<file path="config.mk">
export PLATFORM = sky130hd
export DESIGN_NAME = div_ctrl
export DESIGN_NICKNAME = d
export VERILOG_FILES = /design/src/rtl/div_ctrl.sv
export SDC_FILE = /design/constraint.sdc
export NUM_CORES = 1
export LEC_CHECK = 0
export ABC_CLOCK_PERIOD_IN_PS = 15800
export BUFFER_PORTS_ARGS = -buffer_cell sky130_fd_sc_hd__clkbuf_2
export CAP_MARGIN = 5
export CORE_ASPECT_RATIO = 1.5
export CORE_MARGIN = 2
export CORE_UTILIZATION = 60
export CTS_CLUSTER_DIAMETER = 100
export DETAILED_ROUTE_END_ITERATION = 7
export PLACE_DENSITY = 0.9
export SLEW_MARGIN = 40
export SYNTH_ARGS = -nofsm -noshare
export SYNTH_HDL_FRONTEND = slang
export SYNTH_SLANG_ARGS = --single-unit
</file>
<file path="constraint.sdc">
create_clock -name i_clk -period 15.8 [get_ports i_clk]
set_input_delay 2.37 -clock i_clk [delete_from_list [all_inputs] [get_ports i_clk]]
set_output_delay 2.37 -clock i_clk [all_outputs]
set_load 0.005 [all_outputs]
</file>
<file path="src/rtl/div_ctrl.sv">
// Iterative radix-2 restoring divider sequencer for the EX stage.
// One quotient bit per cycle; holds the result until the pipeline advances.
module div_ctrl #(
  parameter int unsigned WIDTH = 32
) (
  input  logic             i_clk,
  input  logic             i_resetn,
  input  logic             i_start,
  input  logic             i_is_signed,
  input  logic [WIDTH-1:0] i_opa,
  input  logic [WIDTH-1:0] i_opb,
  input  logic             i_cancel,
  input  logic             i_advance,
  output logic             o_div_stall,
  output logic             o_busy,
  output logic             o_result_valid,
  output logic [WIDTH-1:0] o_hi,
  output logic [WIDTH-1:0] o_lo
);

  localparam int unsigned CntW = (WIDTH > 1) ? $clog2(WIDTH) : 1;
  localparam logic [CntW-1:0] LastCnt = CntW'(WIDTH - 1);

  typedef enum logic [1:0] {
    StIdle,
    StBusy,
    StDone
  } state_e;

  state_e           r_state;
  state_e           w_state_d;
  logic [CntW-1:0]  r_cnt;
  logic [WIDTH-1:0] r_rem;
  logic [WIDTH-1:0] r_quo;
  logic [WIDTH-1:0] r_div;
  logic             r_neg_q;
  logic             r_neg_r;
  logic [WIDTH-1:0] r_hi;
  logic [WIDTH-1:0] r_lo;

  logic [WIDTH-1:0] w_mag_a;
  logic [WIDTH-1:0] w_mag_b;
  logic [WIDTH:0]   w_rem_sh;
  logic [WIDTH:0]   w_diff;
  logic             w_ge;
  logic [WIDTH-1:0] w_rem_next;
  logic [WIDTH-1:0] w_quo_next;
  logic             w_opb_zero;
  logic             w_last;

  // Operand magnitudes and one restoring step; the borrow of the WIDTH+1 subtract is rem < div.
  always_comb begin
    w_mag_a    = (i_is_signed & i_opa[WIDTH-1]) ? (~i_opa + 1'b1) : i_opa;
    w_mag_b    = (i_is_signed & i_opb[WIDTH-1]) ? (~i_opb + 1'b1) : i_opb;
    w_opb_zero = (i_opb == '0);
    w_rem_sh   = {r_rem, r_quo[WIDTH-1]};
    w_diff     = w_rem_sh - {1'b0, r_div};
    w_ge       = ~w_diff[WIDTH];
    w_rem_next = w_ge ? w_diff[WIDTH-1:0] : w_rem_sh[WIDTH-1:0];
    w_quo_next = {r_quo[WIDTH-2:0], w_ge};
    w_last     = (r_cnt == LastCnt);
  end

  // Next-state logic; cancel overrides every other transition.
  always_comb begin
    w_state_d = r_state;
    unique case (r_state)
      StIdle:  if (i_start) w_state_d = w_opb_zero ? StDone : StBusy;
      StBusy:  if (w_last) w_state_d = StDone;
      StDone:  if (i_advance) w_state_d = StIdle;
      default: w_state_d = StIdle;
    endcase
    if (i_cancel) w_state_d = StIdle;
  end

  // State register.
  always_ff @(posedge i_clk or negedge i_resetn) begin
    if (!i_resetn) r_state <= StIdle;
    else           r_state <= w_state_d;
  end

  // Datapath: operand capture, iteration, sign fix-up; frozen on cancel so hi/lo keep old value.
  always_ff @(posedge i_clk or negedge i_resetn) begin
    if (!i_resetn) begin
      r_cnt   <= '0;
      r_rem   <= '0;
      r_quo   <= '0;
      r_div   <= '0;
      r_neg_q <= 1'b0;
      r_neg_r <= 1'b0;
      r_hi    <= '0;
      r_lo    <= '0;
    end else if (!i_cancel) begin
      unique case (r_state)
        StIdle: begin
          if (i_start) begin
            r_cnt   <= '0;
            r_rem   <= '0;
            r_quo   <= w_mag_a;
            r_div   <= w_mag_b;
            r_neg_q <= i_is_signed & (i_opa[WIDTH-1] ^ i_opb[WIDTH-1]);
            r_neg_r <= i_is_signed & i_opa[WIDTH-1];
            if (w_opb_zero) begin
              r_hi <= i_opa;
              r_lo <= '1;
            end
          end
        end
        StBusy: begin
          r_rem <= w_rem_next;
          r_quo <= w_quo_next;
          r_cnt <= r_cnt + 1'b1;
          if (w_last) begin
            r_hi <= r_neg_r ? (~w_rem_next + 1'b1) : w_rem_next;
            r_lo <= r_neg_q ? (~w_quo_next + 1'b1) : w_quo_next;
          end
        end
        default: ;
      endcase
    end
  end

  // Outputs; stall is combinational so the pipeline moves on the first DONE cycle.
  always_comb begin
    o_div_stall    = ~i_cancel & (((r_state == StIdle) & i_start) | (r_state == StBusy));
    o_busy         = (r_state == StBusy);
    o_result_valid = (r_state == StDone);
    o_hi           = r_hi;
    o_lo           = r_lo;
  end

endmodule

</file>
# --- Word level (Yosys, flattened, before mapping) ---
# Index checks and enable logic that the tools add are counted.
word_totals:
  word_cells: 69
  out_inout_bits: 67
  input_bits: 70
  ff_bits: 169
classes:
  add_sub_neg: 6
  muxes: 25
  bitwise_logic: 13
  reduce_logical: 7
  n_eq_ne: 9
ops:
  columns: ["cell", "n"]
  rows:
  - ["$mux W32", 13]
  - ["$pmux W32 S2", 4]
  - ["$add A32 B1 Y32 const B", 4]
  - ["$not A32 Y32", 4]
  - ["$sub A33 B32 Y33", 1]
  - ["$logic_not A32 Y1", 1]
  - ["$mux W2", 5]
  - ["$pmux W5 S2", 1]
  - ["$reduce_and A3 Y1", 3]
  - ["$ne A3 B3 Y1 const B", 2]
  - ["$pmux W2 S3", 1]
  - ["$add A5 B1 Y5 const B", 1]
  - ["$and A1 B1 Y1", 5]
  - ["$eq A5 B5 Y1 const B", 1]
  - ["$mux W5", 1]
  - ["$reduce_and A5 Y1", 1]
  - ["$ne A2 B2 Y1 const B", 2]
  - ["$ne A3 B2 Y1 const B", 1]
  - ["$eq A2 B1 Y1 const B", 1]
  - ["$eq A2 B2 Y1 const B", 1]
  - ["$logic_not A2 Y1", 1]
  - ["$ne A2 B1 Y1 const B", 1]
  - ["$not A1 Y1", 2]
  - ["$reduce_bool A2 Y1", 1]
  - ["other kinds (2)", 2]

# --- Logic depth before layout (Yosys ltp) ---
# Gate-level depths: netlist of the first run.
depth:
  word_depth: 7
  ltp_mapped: 24
  depth_no_buf: 19

# --- Worst setup path after synthesis of the first run ---
# Ideal clock, no wire load.
synth_path:
  path_type: "input-to-output"
  from: "input i_cancel"
  to: "output o_div_stall"
  n_path_buf: 1
  path_stages: 5
  slack_ps: 10117
  t_required_ps: 13430
  arrival_time_ps: 3313
  cell_sequence: "nor2_1 -> and3_1 -> nor2_1 -> clkbuf_1 -> inv_1"
synth_between:
  elab_chain_cells: 2
synth_lines:
  columns: ["item", "line", "rtl"]
  rows:
  - ["start: declaration", "12", "input logic i_cancel,"]
  - ["$not A1 Y1 (no source line)", null, null]
  - ["$and A1 B1 Y1", "125", "o_div_stall = ~i_cancel & (((r_state == StIdle) & i_start) | (r_state == StBusy));"]
  - ["end: declaration", "14", "output logic o_div_stall,"]
# Every way passes these cells.

# --- Worst setup path in the final report of the first run ---
# Same ends and word-level chain as after synthesis.

==> impl_metrics.ini, run 1 <==
[status]
status = completed

[logic_synthesis]
synth_edf_count = 0
yosys.cell_count.top_type = nand2_1
ys_seq_elements = 169
synth_nets = 1629
yosysSeqAreaShare = 0.348
async_flop_share = 1.00
yosysTopAreaCell = dfrtp_1
synth_flop_cell = dfrtp_1
avgSynthCellArea_sq_um = 8.00
synth_cell_type_count = 71
synth_cells = 1520
synth.cell_area_sq_um = 12200
synth_common_cells = nand2_1, dfrtp_1, o21ai_0
yosysTopAreaCellShare = 0.348
yosys_warnings = 0
synthTopCellsByArea = dfrtp_1, o21ai_0, nand2_1, a21oi_1, xnor2_1

[clock_tree]
post_cts_buffers = 0
cts.clk_slew.worst_paths_ns = 0.07
cts_buffers = 17
cts-root-buf = clkbuf_16
cts.sinks = 169
clockBufferDepth = 2
cts_tree = done
h-tree-depth = 4
ctsResizeCount = 0
hold_buffers = 0
clk-insertion-delay-late_ns = 0.45

[worst_setup_path]
cp_max_fo = 11
r2r_slack_ns = 9.66
worstPathArrival_ns = 3.85
cpLargestDelayFamily = simple AND/OR/NAND/NOR gates
crit_path_start_kind = input pin
worst_ep_required_time_ns = 13.43
crit_path_end_kind = output port
cp_slowest_cell = and3_1
path_cells = clkbuf_2 -> nor2_1 -> and3_1 -> nor2_4 -> inv_1 -> clkbuf_2
critical_path_class = input pin to output port
critPathBufInv = 3
cp_common_cell = clkbuf_2
cpPeakStageDelay_ns = 0.68

[timing]
fin_crit_sh = 0.394
worst_pin_slew_ns = 0.844
rsz0062_at_grt = false
clock.fmax_ghz = 0.161
holdWs_ns = 0.472
slew_headroom = 0.437
tns_ns = 0
period_needed_ns = 6.22
hold_viol_final = 0
setup_viol = 0
drv_slew = 0
finalClockSkew_ns = 0.0152

[routing]
vias_per_cell = 6.40
route.detailed.drc = 0
num_vias = 11958
drt.antenna.violating_nets = 0
drtIter0Drc = 1266
dr.pass1.iters = 6
routed_wirelength_microns = 33400
drt-wirelength-per-cell_microns = 17.9

[cells_and_area]
layout-drive-gt1-share = 0.135
fillers = 1570
final_cell_area_sq_um = 13600
postLayoutCoreUtil = 0.685
fin_nets = 1702
syn_to_final_growth_pct = 11.5

[place]
globalplace.congestion = 0.921
io_buffers = 136
dpl_cell_area_sq_um = 12900
dpl.hpwl_microns = 24000

[flow_run]
cap_violations = 0

[worst_hold_path]
hp-class = flip-flop to flip-flop

[floorplan]
ios = 137
die_x_microns = 120
dieArea_sq_um = 21400
start_util = 0.614
core_area_sq_um = 19800
die_h_microns = 178
fp-row-count = 63

[power]
p_per_area_nw_per_um2 = 183
vdd_ir_drop_max_mv = 0.115
p_leak_nw = 6.17

[global_route]
grtUsageTotal = 0.311
first_global_vias = 11198
grt_start_max_net_pins = 102
grt_overflow_total = 0
antenna_found_initial = 1
grt_pass1_wl_microns = 53600
==> cell type report <==
cell class | count | area, sq um | area share
clock buffers | 17 | 425 | 0.0314
repair buffers | 145 | 783 | 0.0578
flip-flops and latches | 169 | 4230 | 0.312
clock inverters | 15 | 178 | 0.0131
inverters | 57 | 214 | 0.0158
diodes | 1 | 2.50 | 0.000185
well taps | 260 | 325 | 0.0240
multi-input cells | 1203 | 7390 | 0.546
==> path summary, 6_finish.rpt <==
kind	startpoint	to	depth (start not counted)
setup / recovery	i_cancel	o_div_stall	6
hold / removal	o_lo[25]	o_lo[25]	2
setup reg to reg	r_quo[31]	o_hi[22]	19
hold reg to reg	o_lo[25]	o_lo[25]	2
max in group asynchronous	i_resetn	r_neg_q	2
min in group asynchronous	i_resetn	r_div[5]	1
==> tightest hold or removal path: cells and delay by family (launching register included) <==
kind	cells	cell delay, ns
DFF	1	0.35
and+or+nand+nor	2	0.10
==> stage by stage <==
step / setup slack, ns / cells / power [mW]
floorplan: 10.12 / 1520 / 1.68
global placement: 9.55 / 1833 / 1.93
detailed placement: 9.49 / 1833 / 1.99
CTS: 9.66 / 1865 / 2.43
global route: 9.34 / 1866 / 2.63
finish: 9.58 / 1867 / 2.48
==> flip-flops by register name, summed over array words and instances, names as in the netlist <==
name and cells:
r_div 32, r_cnt 5, r_neg_r 1, r_rem 32
r_neg_q 1, r_state 2, o_hi 32, r_quo 32
o_lo 32
==> cells by family after synthesis <==
logic type,Yosys count,synth area share
simple gates,505,0.189
mux,37,0.0316
flops,169,0.348
buf+inv,148,0.0480
compound gates,489,0.247
xor+xnor,133,0.0958
fa+ha+maj,39,0.0408
==> metal layers <==
layer	global-route usage	up-vias	part of all wire
li1	-	5592	-
met1	0.362	5577	0.38
met2	0.543	647	0.49
met3	0.0483	142	0.076
met4	0.177	0	0.052
met5	0	-	0
==> report_power, final <==
part | total, mW | internal [mW] | leakage (nW) | switching [mW]
clock | 0.428 | 0.226 | 0.293 | 0.202
sequential | 0.604 | 0.505 | 2.24 | 0.0988
combinational | 1.44 | 0.541 | 3.64 | 0.903
==> cells in the final DEF, fill, tap and decap left out, types with 24 or more instances in the layout <==
cell type / instances
clkbuf_2: 135
nand3_1: 25
xor2_1: 65
o31ai_1: 24
xnor2_1: 68
inv_1: 55
mux2i_1: 29
dfrtp_1: 168
o21ai_0: 165
a21oi_1: 136
ha_1: 38
a31oi_1: 31
nor2_1: 137
nand2_1: 197
o41ai_1: 26
Note: power is estimated with default switching activity, not from simulation.
==> run 2, diff against run 1 <==
--- a/config.mk
+++ b/config.mk
@@ -5,15 +5,16 @@
 export SDC_FILE = /design/constraint.sdc
 export NUM_CORES = 1
 export LEC_CHECK = 0
-export ABC_CLOCK_PERIOD_IN_PS = 15800
+export ABC_AREA = 1
+export ABC_CLOCK_PERIOD_IN_PS = 5700
 export BUFFER_PORTS_ARGS = -buffer_cell sky130_fd_sc_hd__clkbuf_2
 export CAP_MARGIN = 5
 export CORE_ASPECT_RATIO = 1.5
 export CORE_MARGIN = 2
-export CORE_UTILIZATION = 60
+export CORE_UTILIZATION = 55
 export CTS_CLUSTER_DIAMETER = 100
 export DETAILED_ROUTE_END_ITERATION = 7
-export PLACE_DENSITY = 0.9
+export PLACE_DENSITY = 0.87
 export SLEW_MARGIN = 40
 export SYNTH_ARGS = -nofsm -noshare
 export SYNTH_HDL_FRONTEND = slang
==> constraint.sdc (replaced) <==
create_clock -name i_clk -period 5.7 [get_ports i_clk]
set_input_delay 0.855 -clock i_clk [delete_from_list [all_inputs] [get_ports i_clk]]
set_output_delay 0.855 -clock i_clk [all_outputs]
set_load 0.005 [all_outputs]
==> impl_metrics.ini, run 2 <==
[worst_setup_path]
r2r_cells = 25
r2r_slack_ns = 0.94
worst_ep_required_time_ns = 6.07
cpLargestDelayFamily = simple AND/OR/NAND/NOR gates
cp_slowest_cell = nand2_4
cp_max_fo = 46
cp_common_cell = nand3_1
worstPathArrival_ns = 5.13
critPathBufInv = 3
r2r-start = r_quo[31]
critical_path_class = flip-flop to flip-flop
worstReg2RegEnd = o_lo[28]
crit_path_end_kind = flip-flop
crit_path_start_kind = flip-flop
cpPeakStageDelay_ns = 0.47

[timing]
drv_slew = 0
hold_viol_final = 0
worst_pin_slew_ns = 0.841
clock.fmax_ghz = 0.210
tns_ns = 0
rsz0062_at_grt = false
setup_ws_ns = 0.939
setup_viol = 0
finalClockSkew_ns = 0.0119
period_needed_ns = 4.76
fin_crit_sh = 0.835
slew_headroom = 0.439

[clock_tree]
clockBufferDepth = 2
cts.sinks = 169
post_cts_buffers = 0
cts_buffers = 17
ctsResizeCount = 0
cts.clk_slew.worst_paths_ns = 0.07
cts_tree = done
cts-root-buf = clkbuf_16
clk-insertion-delay-late_ns = 0.46
hold_buffers = 0
h-tree-depth = 4

[routing]
dr.pass1.iters = 7
drt-wirelength-per-cell_microns = 16.3
vias_per_cell = 5.56
route.detailed.drc = 0
num_vias = 14238
drtIter0Drc = 1212
routed_wirelength_microns = 41600
drt.antenna.violating_nets = 0

[flow_run]
cap_violations = 0

[cells_and_area]
final_cells = 2561
fin_nets = 2333
final_cell_mix = nand2_1, inv_1, nor2_1
final_common_cell = nand2_1
diodes = 0
syn_to_final_growth_pct = 10.7
postLayoutCoreUtil = 0.615
layout-drive-gt1-share = 0.107

[logic_synthesis]
synthTopCellsByArea = dfrtp_1, nand2_1, inv_1, nor2_1, nand3_1
yosysTopAreaCell = dfrtp_1
async_flop_share = 1.00
synth_flop_cell = dfrtp_1
yosys_warnings = 0
yosysSeqAreaShare = 0.315
yosysTopAreaCellShare = 0.315
synth_cell_type_count = 57
synth_nets = 2242
synth_cells = 2133
yosys.cell_count.top_type = nand2_1
ys_seq_elements = 169
synth_edf_count = 0
avgSynthCellArea_sq_um = 6.30
synth.cell_area_sq_um = 13400
synth_common_cells = nand2_1, inv_1, nor2_1

[floorplan]
die_h_microns = 195
ios = 137
die_x_microns = 132
start_util = 0.556
dieArea_sq_um = 25700
fp-row-count = 70
core_area_sq_um = 24200

[place]
io_buffers = 136
dpl.hpwl_microns = 32300
pre_cts_ws_ns = 1.04
globalplace.congestion = 0.951
place_inst = 2529

[power]
vdd_ir_drop_max_mv = 0.402
p_clk_frac = 0.108
p_leak_nw = 7.99
p_per_area_nw_per_um2 = 721
internal-power_mw = 4.71
pwr-share-seq = 0.207
p_sw_mw = 6.01
p_sw_frac = 0.561
combPwrFrac = 0.685

[global_route]
first_global_vias = 13644
grt_start_max_net_pins = 104
grt_overflow_total = 0
grt_pass1_wl_microns = 67600
antenna_found_initial = 0
grtUsageTotal = 0.328

[worst_hold_path]
hp-class = input pin to asynchronous set/reset pin

[status]
status = completed
run 2: cell count changes after synthesis, sizes merged, moves of 24 or more:
cell and change:
xor2 -29, o41ai -24, a21oi -51, o22ai +30
inv +257, nand3 +124, o21ai -42, nor2 +71
nand2 +509, xnor2 -55, mux2i -29
run 2: power groups by stage:
stage                     logic (mW)  clock network, mW  registers [mW]
final                           7.34               1.16            2.22
after global routing            8.28               1.21            2.29
after CTS                       7.25               1.16            2.20
after detailed placement        7.21                  0            2.22
after global placement          7.07                  0            2.19
after floorplan                 5.44                  0            2.10
run 2: metrics by stage:
| step | total power [mW] | hold slack [ns] | instance area, sq um |
|---|---|---|---|
| after floorplan | 7.54 | 0.453 | 13400 |
| after global placement | 9.26 | 0.460 | 14300 |
| after detailed placement | 9.43 | 0.465 | 14300 |
| after CTS | 10.6 | 0.398 | 14900 |
| after global routing | 11.8 | 0.415 | 14900 |
| final | 10.7 | 0.358 | 14900 |
run 2: cells by family (layout without fill, tap and decap cells):
| logic type | count (synthesis) | in the layout | synth area share |
|---|---|---|---|
| simple gates | 1153 | 1153 | 0.358 |
| flops | 169 | 169 | 0.315 |
| buf+inv | 392 | 496 | 0.114 |
| compound gates | 331 | 331 | 0.145 |
| fa+ha+maj | 39 | 39 | 0.0369 |
| xor+xnor | 49 | 49 | 0.0319 |
run 2: how the worst max path moves through the flow:
stage | start | end | cells after the start | slack, ns
after floorplan | r_quo[31] | o_lo[28] | 26 | 1.79
after global placement | r_quo[31] | o_lo[28] | 25 | 1.21
after detailed placement | r_quo[31] | o_lo[28] | 25 | 1.04
after CTS | r_quo[31] | o_lo[28] | 25 | 0.98
after global routing | r_quo[31] | o_lo[28] | 25 | 0.53
final | r_quo[31] | o_lo[28] | 25 | 0.94
run 2: routing by layer:
metal / GRT usage / wire (microns) / share of wire / vias to the layer above
met5: 0 / 0 / 0 / -
met4: 0.176 / 2340 / 0.056 / 0
met3: 0.0485 / 2290 / 0.055 / 136
met2: 0.590 / 21000 / 0.50 / 571
met1: 0.373 / 16000 / 0.38 / 6491
li1: - / - / - / 7040
run 2: layout make-up:
| type | instances | area (sq um) |
|---|---|---|
| clock buffers | 20 | 457 |
| clock inverters | 12 | 118 |
| fillers | 2363 | 9300 |
| inverters | 317 | 1190 |
| multi-input cells | 1572 | 7700 |
| flip-flops and latches | 169 | 4230 |
| well taps | 324 | 405 |
| repair buffers | 147 | 773 |
